## src/rtl/md_ctrl.sv

```systemverilog
// Multiply/divide sequencer for the EX stage: issues to external mul/div cores,
// owns the architectural HI/LO registers and stalls EX while an operation is in flight.
module md_ctrl #(
  parameter int MUL_CYCLES = 5,
  parameter int CNT_W      = 4
) (
  input  logic        clk,
  input  logic        resetn,
  input  logic        op_valid,
  input  logic [2:0]  op,
  input  logic [31:0] src1,
  input  logic [31:0] src2,
  input  logic        ex_fire,
  input  logic        flush,
  output logic        stallreq,
  output logic [31:0] hi_o,
  output logic [31:0] lo_o,
  output logic        mul_signed,
  output logic [31:0] mul_ina,
  output logic [31:0] mul_inb,
  input  logic [63:0] mul_result,
  output logic        div_start,
  output logic        div_signed,
  output logic [31:0] div_opdata1,
  output logic [31:0] div_opdata2,
  output logic        div_annul,
  input  logic        div_ready,
  input  logic [63:0] div_result,
  output logic [1:0]  dbg_state_o
);

  typedef enum logic [1:0] {
    S_IDLE = 2'd0,
    S_MUL  = 2'd1,
    S_DIV  = 2'd2,
    S_DONE = 2'd3
  } state_e;

  state_e           state_q, state_d;
  logic [CNT_W-1:0] cnt_q, cnt_d;
  logic [31:0]      hi_q, hi_d;
  logic [31:0]      lo_q, lo_d;

  logic is_mul, is_div, is_mthi, is_mtlo;

  assign is_mul  = op_valid & ((op == 3'd1) | (op == 3'd2));
  assign is_div  = op_valid & ((op == 3'd3) | (op == 3'd4));
  assign is_mthi = op_valid & (op == 3'd5);
  assign is_mtlo = op_valid & (op == 3'd6);

  always_ff @(posedge clk) begin
    if (!resetn) begin
      state_q <= S_IDLE;
      cnt_q   <= '0;
      hi_q    <= '0;
      lo_q    <= '0;
    end else begin
      state_q <= state_d;
      cnt_q   <= cnt_d;
      hi_q    <= hi_d;
      lo_q    <= lo_d;
    end
  end

  // flush overrides every completion path so a killed op never reaches HI/LO
  always_comb begin
    state_d = state_q;
    cnt_d   = cnt_q;
    hi_d    = hi_q;
    lo_d    = lo_q;
    if (flush) begin
      state_d = S_IDLE;
      cnt_d   = '0;
    end else begin
      case (state_q)
        S_IDLE: begin
          if (is_mul) begin
            state_d = S_MUL;
            cnt_d   = CNT_W'(MUL_CYCLES - 1);
          end else if (is_div) begin
            state_d = S_DIV;
          end else if (is_mthi) begin
            hi_d = src1;
          end else if (is_mtlo) begin
            lo_d = src1;
          end
        end
        S_MUL: begin
          if (cnt_q == '0) begin
            hi_d    = mul_result[63:32];
            lo_d    = mul_result[31:0];
            state_d = S_DONE;
          end else begin
            cnt_d = cnt_q - CNT_W'(1);
          end
        end
        S_DIV: begin
          if (div_ready) begin
            hi_d    = div_result[63:32];
            lo_d    = div_result[31:0];
            state_d = S_DONE;
          end
        end
        S_DONE: begin
          // The op is still held in EX here; wait for it to leave rather than reissue.
          if (ex_fire) state_d = S_IDLE;
        end
        default: state_d = S_IDLE;
      endcase
    end
  end

  always_comb begin
    stallreq    = 1'b0;
    mul_signed  = 1'b0;
    mul_ina     = '0;
    mul_inb     = '0;
    div_start   = 1'b0;
    div_signed  = 1'b0;
    div_opdata1 = '0;
    div_opdata2 = '0;
    div_annul   = 1'b0;
    if (resetn) begin
      case (state_q)
        S_IDLE: stallreq = (is_mul | is_div) & ~flush;
        S_MUL: begin
          stallreq   = ~flush;
          mul_ina    = src1;
          mul_inb    = src2;
          mul_signed = (op == 3'd1);
        end
        S_DIV: begin
          // Result is written on the div_ready edge, so EX may advance that same cycle.
          stallreq    = ~div_ready & ~flush;
          div_start   = ~flush;
          div_annul   = flush;
          div_opdata1 = src1;
          div_opdata2 = src2;
          div_signed  = (op == 3'd3);
        end
        default: ;
      endcase
    end
  end

  assign hi_o        = hi_q;
  assign lo_o        = lo_q;
  assign dbg_state_o = state_q;

endmodule

```

## config.mk

```make
export PLATFORM = sky130hd
export DESIGN_NAME = md_ctrl
export DESIGN_NICKNAME = d
export VERILOG_FILES = /design/src/rtl/md_ctrl.sv
export SDC_FILE = /design/constraint.sdc
export NUM_CORES = 1
export LEC_CHECK = 0
export ABC_AREA = 1
export CAP_MARGIN = 10
export CORE_AREA = 2 2 154 156
export CTS_CLUSTER_SIZE = 10
export DETAILED_ROUTE_END_ITERATION = 8
export DIE_AREA = 0 0 156 158
export HOLD_SLACK_MARGIN = 0.15
export PLACE_DENSITY_LB_ADDON = 0.08
export SYNTH_ARGS = -nofsm -noshare
export SYNTH_HDL_FRONTEND = slang
export SYNTH_SLANG_ARGS = --single-unit
```

## constraint.sdc

```tcl
create_clock -name clk -period 2.4 [get_ports clk]
set_input_delay 0.24 -clock clk [delete_from_list [all_inputs] [get_ports clk]]
set_output_delay 0.24 -clock clk [all_outputs]
set_load 0.05 [all_outputs]
```

==> results of run 1 <==
==> worst max path at each step <==
stage	slack [ns]	from	to
after floorplan	-0.10	dbg_state_o[1]	div_opdata1[10]
after global placement	0.29	dbg_state_o[1]	mul_inb[10]
after detailed placement	0.30	dbg_state_o[0]	div_opdata1[13]
after CTS	0.04	dbg_state_o[1]	mul_inb[10]
after global routing	0.02	dbg_state_o[0]	div_opdata2[8]
final	0.15	dbg_state_o[0]	div_opdata1[3]
==> worst max-delay path, stage by stage (launching register included) <==
cell	delay (ns)
dfxtp_1	0.42
inv_1	0.15
ha_2	0.26
nand2_2	0.09
buf_8	0.36
nor2_1	0.15
buf_12	0.18
==> cells by family after synthesis <==
| kind of cell | after synthesis |
|---|---|
| adder cells (fa/ha/maj) | 6 |
| AO/OA/AOI/OAI | 106 |
| flip-flops | 70 |
| buffers and inverters | 150 |
| AND/OR/NAND/NOR | 649 |
==> cell type report <==
class	count	area, um^2
tap	290	363
sequential	70	1400
timing repair buffer	417	5550
inverter	84	315
clock buffer	9	225
clock inverter	7	97.6
fill	2345	11800
multi-input combinational	761	3260
antenna	1	2.50
==> registers in the layout, indices dropped and copies added (netlist names) <==
name and count:
cnt_q 4, lo_o 32, dbg_state_o 2, hi_o 32
==> per-layer routing <==
layer,vias up,routed length (um)
met4,0,312
met3,16,2240
met1,3075,10500
met5,-,0
li1,3694,-
met2,235,13200
==> metrics by stage <==
stage	utilization [%]	power (W)	std cells	setup WS, ns	instance area [um^2]
5_1_grt	48.7	0.00532	1639	0.0226	11200
6_report	48.7	0.00501	1639	0.149	11200
4_1_cts	48.6	0.00510	1638	0.0432	11200
3_3_place_gp	47.2	0.00360	1622	0.290	10900
2_1_floorplan	-	0.00261	981	-0.102	5330
3_5_place_dp	47.2	0.00361	1622	0.299	10900
==> cell usage after synthesis <==
master and count:
a21oi_1 99, a21oi_2 1, a31oi_1 1, buf_1 1, buf_2 36, buf_4 1
buf_6 12, clkbuf_1 16, dfxtp_1 70, ha_1 6, inv_1 83, inv_2 1
nand2_1 326, nand2_2 1, nand2_4 1, nand3_1 39, nor2_1 275, nor2_2 1
nor2_8 2, nor3_1 2, o21ai_0 4, o21ai_1 1, or2_0 1, or2_2 1
==> what timing repair did <==
| action | CTS | global route |
|---|---|---|
| setup endpoints to repair | 99 | 60 |
| resized for setup | 2 | 3 |
| cloned | 0 | 0 |
==> power by group <==
part / switching [W] / internal [W]
combinational: 0.00133 / 0.000923
clock: 0.000534 / 0.000913
sequential: 0.0000548 / 0.00126
total: 0.00192 / 0.00310
==> metrics.md, run 1 <==
| Metric | Value |
|---|---|
| Cells on Worst Hold Path | 4 |
| Final Max Slew Viols | 0 |
| Synth Area in XOR/XNOR | 0% |
| Core Rows | 56 |
| Status | completed |
| Clk_lat worst skew | approximately 0.34 ns |
| Worst Setup End Kind | primary output |
| Number of global-route vias before repair | about 6800 |
| Max-cap violations | 0 |
| Most area-consuming cells after synthesis | dfxtp_1 (27%), nand2_1 (23%), nor2_1 (20%) |
| Final Skew | 0.0101 ns |
| Seq/Total Area, Yosys | 26.7% |
| Clock Tree Root | clkbuf_16 |
| DP HPWL | roughly 21 mm |
| Post-synthesis compound-gate area fraction | between 10% and 20% |
| Pwr dens | around 450 nW/um^2 |
| Final hold vios | 0 |
| Max Freq | roughly 440 MHz |
| Yosys top cell area share | about a quarter |
| Cells after Synth | just under 1000 |
| Crit Reg-Reg Startpoint | dbg_state_o[0] |
| Internal reg-to-reg setup slack | between 0.3 and 0.4 ns |
| CTS max path bufs | 2 |
| Tot GR Track Use | 20.7% |
| Routed Antenna Nets | 0 |
| PortBufs | about 400 |
| RSZ-0062 raised after global routing | no |
| Syn avg cell area | around 5.4 um^2 |
| Met2 track demand over resource | between 30% and 40% |
| Setup TNS | 0 ns |
| Final net count | about 1600 |
| Commonest non-fill, non-tap cell in the layout | nand2_1 |
| First-pass GRT wire length | ~40 mm |
| CTS tree | built |
| Yosys cell types | 24 |
| Post-Synth Adder-Cell Area | approximately 1.4% |
| Final setup fails | 0 |
| Slew headroom | 57.6% |
| M1 GR Usage | around a quarter |
| Largest net degree at the start of global routing | 68 |
| Yosys reg bits | 70 |
| Iteration-0 DRC count of the detailed router | 373 |
| Die width | roughly 160 um |
| Met3 usage | between 7 and 8% |
| R2r endpoint | lo_o[4] |
| Yosys top cell by area | dfxtp_1 |
| H-tree depth | 3 |
| CP arrival | ~2 ns |
| DRC viols | 0 |
| TritonCTS Buffers | 9 |
| Synth Area in Simple Gates | 48.3% |
| GRT overflow | 0 |
| Initial antenna violation count | 2 |
| Synth Net Count | approximately 1200 |
| Tmin final | 2.25 ns |
| I/O pins | 400 |
| DR pass1 iterations | 4 |
| Critical Path RT | around 2.2 ns |
| Die span in y | between 150 and 200 um |
| Post-CTS Hold Buffers | 0 |
| Startpoint Class | flip-flop |
| Area Overhead vs Synth | 114% |
| Worst hold endpoint | hi_o[2] |
| GR peak layer | met2 |
| Vias | ~7000 |
| Vias per cell | between 4 and 5 |
| Sink Count | 70 |
| Core region area | about 23000 um^2 |
| Routed wire length | approximately 26 mm |
| Hold Slack | ~0.47 ns |
| Worst Reg-to-Reg Cells | 9 |
| Most frequent cells in the layout | nand2_1 (324), clkdlybuf4s50_1 (265), nor2_1 (250), buf_12 (140), a21oi_1 (99) |
| LEAKAGE | between 5 and 6 nW |
| Layout cell share with drive strength beyond 1 | 15.5% |
| Syn Std Cell Area | about 5300 um^2 |
| # Post-CTS Setup Buffers | 0 |
| VDD IR max | slightly above 0.0003 V |
| Main combinational cell family by area after synthesis | simple AND/OR/NAND/NOR gates |
| Yosys warning total | 0 |
| Min-delay worst type | primary input to flip-flop |
| Worst Hold Launch | resetn |
| Final period utilization | a little over nine tenths |
| Slew @ Worst Pin | 0.635 ns |
| RD Place Congestion | between 0.8 and 0.9 |
| Setup Crit Path Kind | flip-flop to primary output |
| CTS clk-pin slew, worst paths | ~0.060 ns |
| Routed len/inst | 16.0 um |
| Full die area | around 25000 um^2 |
| Mux cell area share after synthesis | 0% |
| Starting Density | between 20% and 30% |
| CP max FO | 67 |
(Power assumes the default switching activity.)
==> run 2: changes to the inputs <==
- HOLD_SLACK_MARGIN: 0.15 -> 0.1
- RECOVER_POWER: unset -> 25
- clock period: 2.4 -> 2.67 ns (I/O delays scaled with it)
==> metrics.md, run 2 (synthesized netlist as in run 1, its figures left out) <==
| Metric | Value |
|---|---|
| Setup TNS | 0 ns |
| CP arrival | around 2.2 ns |
| Cells on Worst Hold Path | 2 |
| Post-CTS Hold Buffers | 0 |
| Worst hold endpoint | hi_o[31] |
| Final period utilization | between 90% and 100% |
| Sink Count | 70 |
| Core Rows | 56 |
| CP max FO | 35 |
| Slew @ Worst Pin | ~0.67 ns |
| Core region area | ~23000 um^2 |
| Vias | between 7000 and 8000 |
| Die span in y | approximately 160 um |
| Pwr dens | 393 nW/um^2 |
| Full die area | around 25000 um^2 |
| Worst Reg-to-Reg Cells | 11 |
| DP HPWL | 20.4 mm |
| Startpoint Class | flip-flop |
| LEAKAGE | between 5 and 6 nW |
| RSZ-0062 raised after global routing | no |
| Worst Setup End Kind | primary output |
| TritonCTS Buffers | 9 |
| Commonest non-fill, non-tap cell in the layout | nand2_1 |
| I/O pins | 400 |
| CTS tree | built |
| Vias per cell | approximately 4.3 |
| Number of global-route vias before repair | roughly 6700 |
| Critical Path RT | 2.40 ns |
| DR pass1 iterations | 4 |
| Slew headroom | about 55% |
| Initial antenna violation count | 2 |
| Die width | 156 um |
| Most frequent cells in the layout | nand2_1 (324), nor2_1 (275), clkdlybuf4s50_1 (199), buf_12 (135), a21oi_1 (99) |
| Worst Hold Launch | hi_o[31] |
| Final Skew | ~0.0073 ns |
| Area Overhead vs Synth | 110% |
| Max Freq | around 410 MHz |
| First-pass GRT wire length | ~38 mm |
| # Post-CTS Setup Buffers | 0 |
| RD Place Congestion | approximately 0.81 |
| Final Max Slew Viols | 0 |
| R2r endpoint | cnt_q[0] |
| Max-cap violations | 0 |
| Starting Density | around 23% |
| H-tree depth | 3 |
| Routed wire length | about 26 mm |
| Setup Crit Path Kind | flip-flop to primary output |
| Largest net degree at the start of global routing | just under 60 |
| Routed Antenna Nets | 0 |
| Clk_lat worst skew | 0.34 ns |
| CTS clk-pin slew, worst paths | roughly 0.06 ns |
| GRT overflow | 0 |
| Tmin final | 2.41 ns |
| Final setup fails | 0 |
| CTS resizes | 0 |
| Status | completed |
| Layout cell share with drive strength beyond 1 | between 10% and 20% |
| CP Launch Point | dbg_state_o[0] |
| VDD IR max | 0.000258 V |
| Tot GR Track Use | 20.2% |
| Crit Reg-Reg Startpoint | dbg_state_o[1] |
| Internal reg-to-reg setup slack | roughly 0.46 ns |
| Routed len/inst | between 15 and 20 um |
| Min-delay worst type | flip-flop to flip-flop |
| Clock Tree Root | clkbuf_16 |
| DRC viols | 0 |
| Final net count | about 1500 |
| Final hold vios | 0 |
| PortBufs | ~400 |
| Hold Slack | ~0.47 ns |
| Iteration-0 DRC count of the detailed router | approximately 330 |
| CTS max path bufs | 2 |
[run 2: area by class of cell]
cell class / count / area (um^2)
Inverter: 84 / 315
Multi-Input combinational cell: 761 / 3190
Antenna cell: 2 / 5.00
Sequential cell: 70 / 1400
Clock inverter: 7 / 73.8
Tap cell: 290 / 363
Clock buffer: 9 / 225
Timing Repair Buffer: 416 / 5470
Fill cell: 2319 / 12000
[run 2: how the worst max path moves through the flow]
stage | to | slack [ns] | cells past startpoint
4_1_cts | div_opdata1[3] | 0.19 | 6
3_5_place_dp | cnt_q[1] | 0.43 | 11
6_report | div_signed | 0.26 | 6
5_1_grt | mul_inb[21] | 0.1 | 6
3_3_place_gp | cnt_q[1] | 0.47 | 11
2_1_floorplan | div_opdata1[10] | 0.14 | 7
[run 2: critical path, cell delays in order (launching register included)]
cell     delay, ns
dfxtp_1       0.34
inv_1         0.17
ha_2          0.27
nand2_2       0.28
buf_12        0.28
nor3_2        0.26
buf_12        0.18
[run 2: per-layer routing]
metal  share of wire [%]  track usage, %
met1                  40            23.0
met2                  50            35.2
met3                 9.1            8.05
met4                 1.6            5.55
met5                   0               0
[run 2: metrics by stage]
stage,utilization [%],setup slack (ns),instance area [um^2],instances,power [W]
2_1_floorplan,-,0.141,5270,981,0.00234
3_3_place_gp,46.6,0.475,10700,1621,0.00318
3_5_place_dp,46.6,0.435,10700,1621,0.00319
4_1_cts,47.9,0.188,11000,1637,0.00444
5_1_grt,47.9,0.0991,11000,1639,0.00460
6_report,47.9,0.257,11000,1639,0.00434
[run 2: where the power goes]
| group | switching [W] | internal [W] | leakage, nW |
|---|---|---|---|
| registers | 0.0000422 | 0.00113 | 0.570 |
| clock network | 0.000502 | 0.000727 | 0.146 |
| logic | 0.00118 | 0.000761 | 4.51 |
==> run 3: changes to the inputs <==
- SLEW_MARGIN: unset -> 20
- clock period: 2.67 -> 2.66 ns (I/O delays scaled with it)
==> metrics.md, run 3 (synthesized netlist as in run 1, its figures left out) <==
| Metric | Value |
|---|---|
| Min-delay worst type | flip-flop to flip-flop |
| Starting Density | around 23% |
| Final Max Slew Viols | 0 |
| Routed len/inst | 15.7 um |
| DRC viols | 0 |
| TritonCTS Buffers | 9 |
| Vias per cell | roughly 4.3 |
| Core region area | 23100 um^2 |
| Area Overhead vs Synth | 111% |
| Max-cap violations | 0 |
| Most used cell, CP | inv_1 |
| CP max FO | 37 |
| Startpoint Class | flip-flop |
| Final setup fails | 0 |
| Final instance area | 11100 um^2 |
| CP Cell Sequence | inv_1 -> ha_2 -> buf_4 -> inv_1 -> a31oi_2 -> buf_12 |
| RSZ-0062 raised after global routing | no |
| Die width | about 160 um |
| H-tree depth | 3 |
| Max Freq | slightly above 400 MHz |
| Final Core Density | 48.0% |
| Post-CTS Hold Buffers | 0 |
| Final net count | about 1500 |
| CP arrival | approximately 2.2 ns |
| Critical Path Max Stage Delay | 0.37 ns |
| Clock power frac | 29.8% |
| CTS tree | built |
| Most frequent cells in the layout | nand2_1 (324), nor2_1 (275), clkdlybuf4s50_1 (199), buf_12 (135), a21oi_1 (99) |
| CTS clk-pin slew, worst paths | around 0.06 ns |
| Initial antenna violation count | 1 |
| Clock Tree Root | clkbuf_16 |
| NetSw | between 0.0015 and 0.002 W |
| Net switching fraction of the power | slightly below 40% |
| Setup TNS | 0 ns |
| Clk_lat worst skew | 0.34 ns |
| Part of the power in registers | around a quarter |
| Comb pwr share | roughly 44% |
| Status | completed |
| Core Rows | 56 |
| Number of global-route vias before repair | 6876 |
| Final period utilization | between 90% and 100% |
| Internal power | roughly 0.0027 W |
| Largest net degree at the start of global routing | 57 |
| Commonest non-fill, non-tap cell in the layout | nand2_1 |
| Slew headroom | a little under three fifths |
| Tmin final | 2.44 ns |
| Worst Setup End Kind | primary output |
| GRT overflow | 0 |
| Sink Count | 70 |
| Routed wire length | about 26 mm |
| CTS max path bufs | 2 |
| Post-Place Cells | around 1600 |
| LEAKAGE | 5.23 nW |
| Iteration-0 DRC count of the detailed router | between 200 and 300 |
| Full die area | ~25000 um^2 |
| DP Area | about 11000 um^2 |
| CTS resizes | 0 |
| Critical Path RT | about 2.4 ns |
| First-pass GRT wire length | 38.5 mm |
| PortBufs | approximately 400 |
| WP buf/inv | 4 |
| Final hold vios | 0 |
| Pwr dens | 402 nW/um^2 |
| Setup Crit Path Kind | flip-flop to primary output |
| Vias | 7023 |
| Slowest-stage cell, CP | buf_4 |
| Fin cells | about 1600 |
| Final Skew | 0.00675 ns |
| RD Place Congestion | between 0.7 and 0.8 |
| Slew @ Worst Pin | ~0.65 ns |
| Layout cell share with drive strength beyond 1 | a little over an eighth |
| DR pass1 iterations | 4 |
| Tot GR Track Use | between 20 and 25% |
| DP HPWL | 20.6 mm |
| # Post-CTS Setup Buffers | 0 |
| Largest delay contributor family on the critical path | buffers and inverters |
| VDD IR max | between 0.0002 and 0.0003 V |
| Routed Antenna Nets | 0 |
| I/O pins | 400 |
| Die span in y | roughly 160 um |
[run 3: final cells by class]
| cell class | instances | area (um^2) |
|---|---|---|
| clock buffer | 10 | 229 |
| fill | 2363 | 12000 |
| antenna | 1 | 2.50 |
| clock inverter | 6 | 95.1 |
| multi-input combinational | 761 | 3190 |
| timing repair buffer | 416 | 5470 |
| tap | 290 | 363 |
| inverter | 84 | 315 |
| sequential | 70 | 1400 |
[run 3: stage by stage]
step                      worst slack (ns)  hold slack (ns)  power (W)
after floorplan                      0.132            0.433    0.00235
after detailed placement             0.584            0.467    0.00320
final                                0.224            0.474    0.00445
after CTS                            0.194            0.484    0.00455
after global routing                0.0548            0.499    0.00472
after global placement               0.562            0.461    0.00320
[run 3: tightest hold or removal path: cells and delay by family (launching register included)]
family | cells | cell delay (ns)
simple gates | 2 | 0.12
flops | 1 | 0.32
[run 3: path summary, 6_finish.rpt]
kind	startpoint	end	slack, ns	cells after the start
worst max-delay path	dbg_state_o[1]	stallreq	0.22	6
worst max register to register	dbg_state_o[1]	lo_o[17]	0.60	10
worst min register to register	hi_o[31]	hi_o[31]	0.47	2
worst min-delay path	hi_o[31]	hi_o[31]	0.47	2
[run 3: routing by layer]
| metal | track usage (%) | share of wire (%) | wire (um) |
|---|---|---|---|
| met1 | 22.4 | 39 | 10000 |
| met2 | 36.6 | 50 | 12900 |
| met3 | 8.10 | 9.5 | 2440 |
| met4 | 5.11 | 1.4 | 373 |
| met5 | 0 | 0 | 0 |
[run 3: power by group through the flow]
stage	Clock (W)	Combinational [W]	Sequential [W]
final	0.00133	0.00195	0.00118
after CTS	0.00137	0.00200	0.00119
after global routing	0.00141	0.00211	0.00119
after floorplan	0	0.000840	0.00151
after detailed placement	0	0.00199	0.00121
after global placement	0	0.00199	0.00121
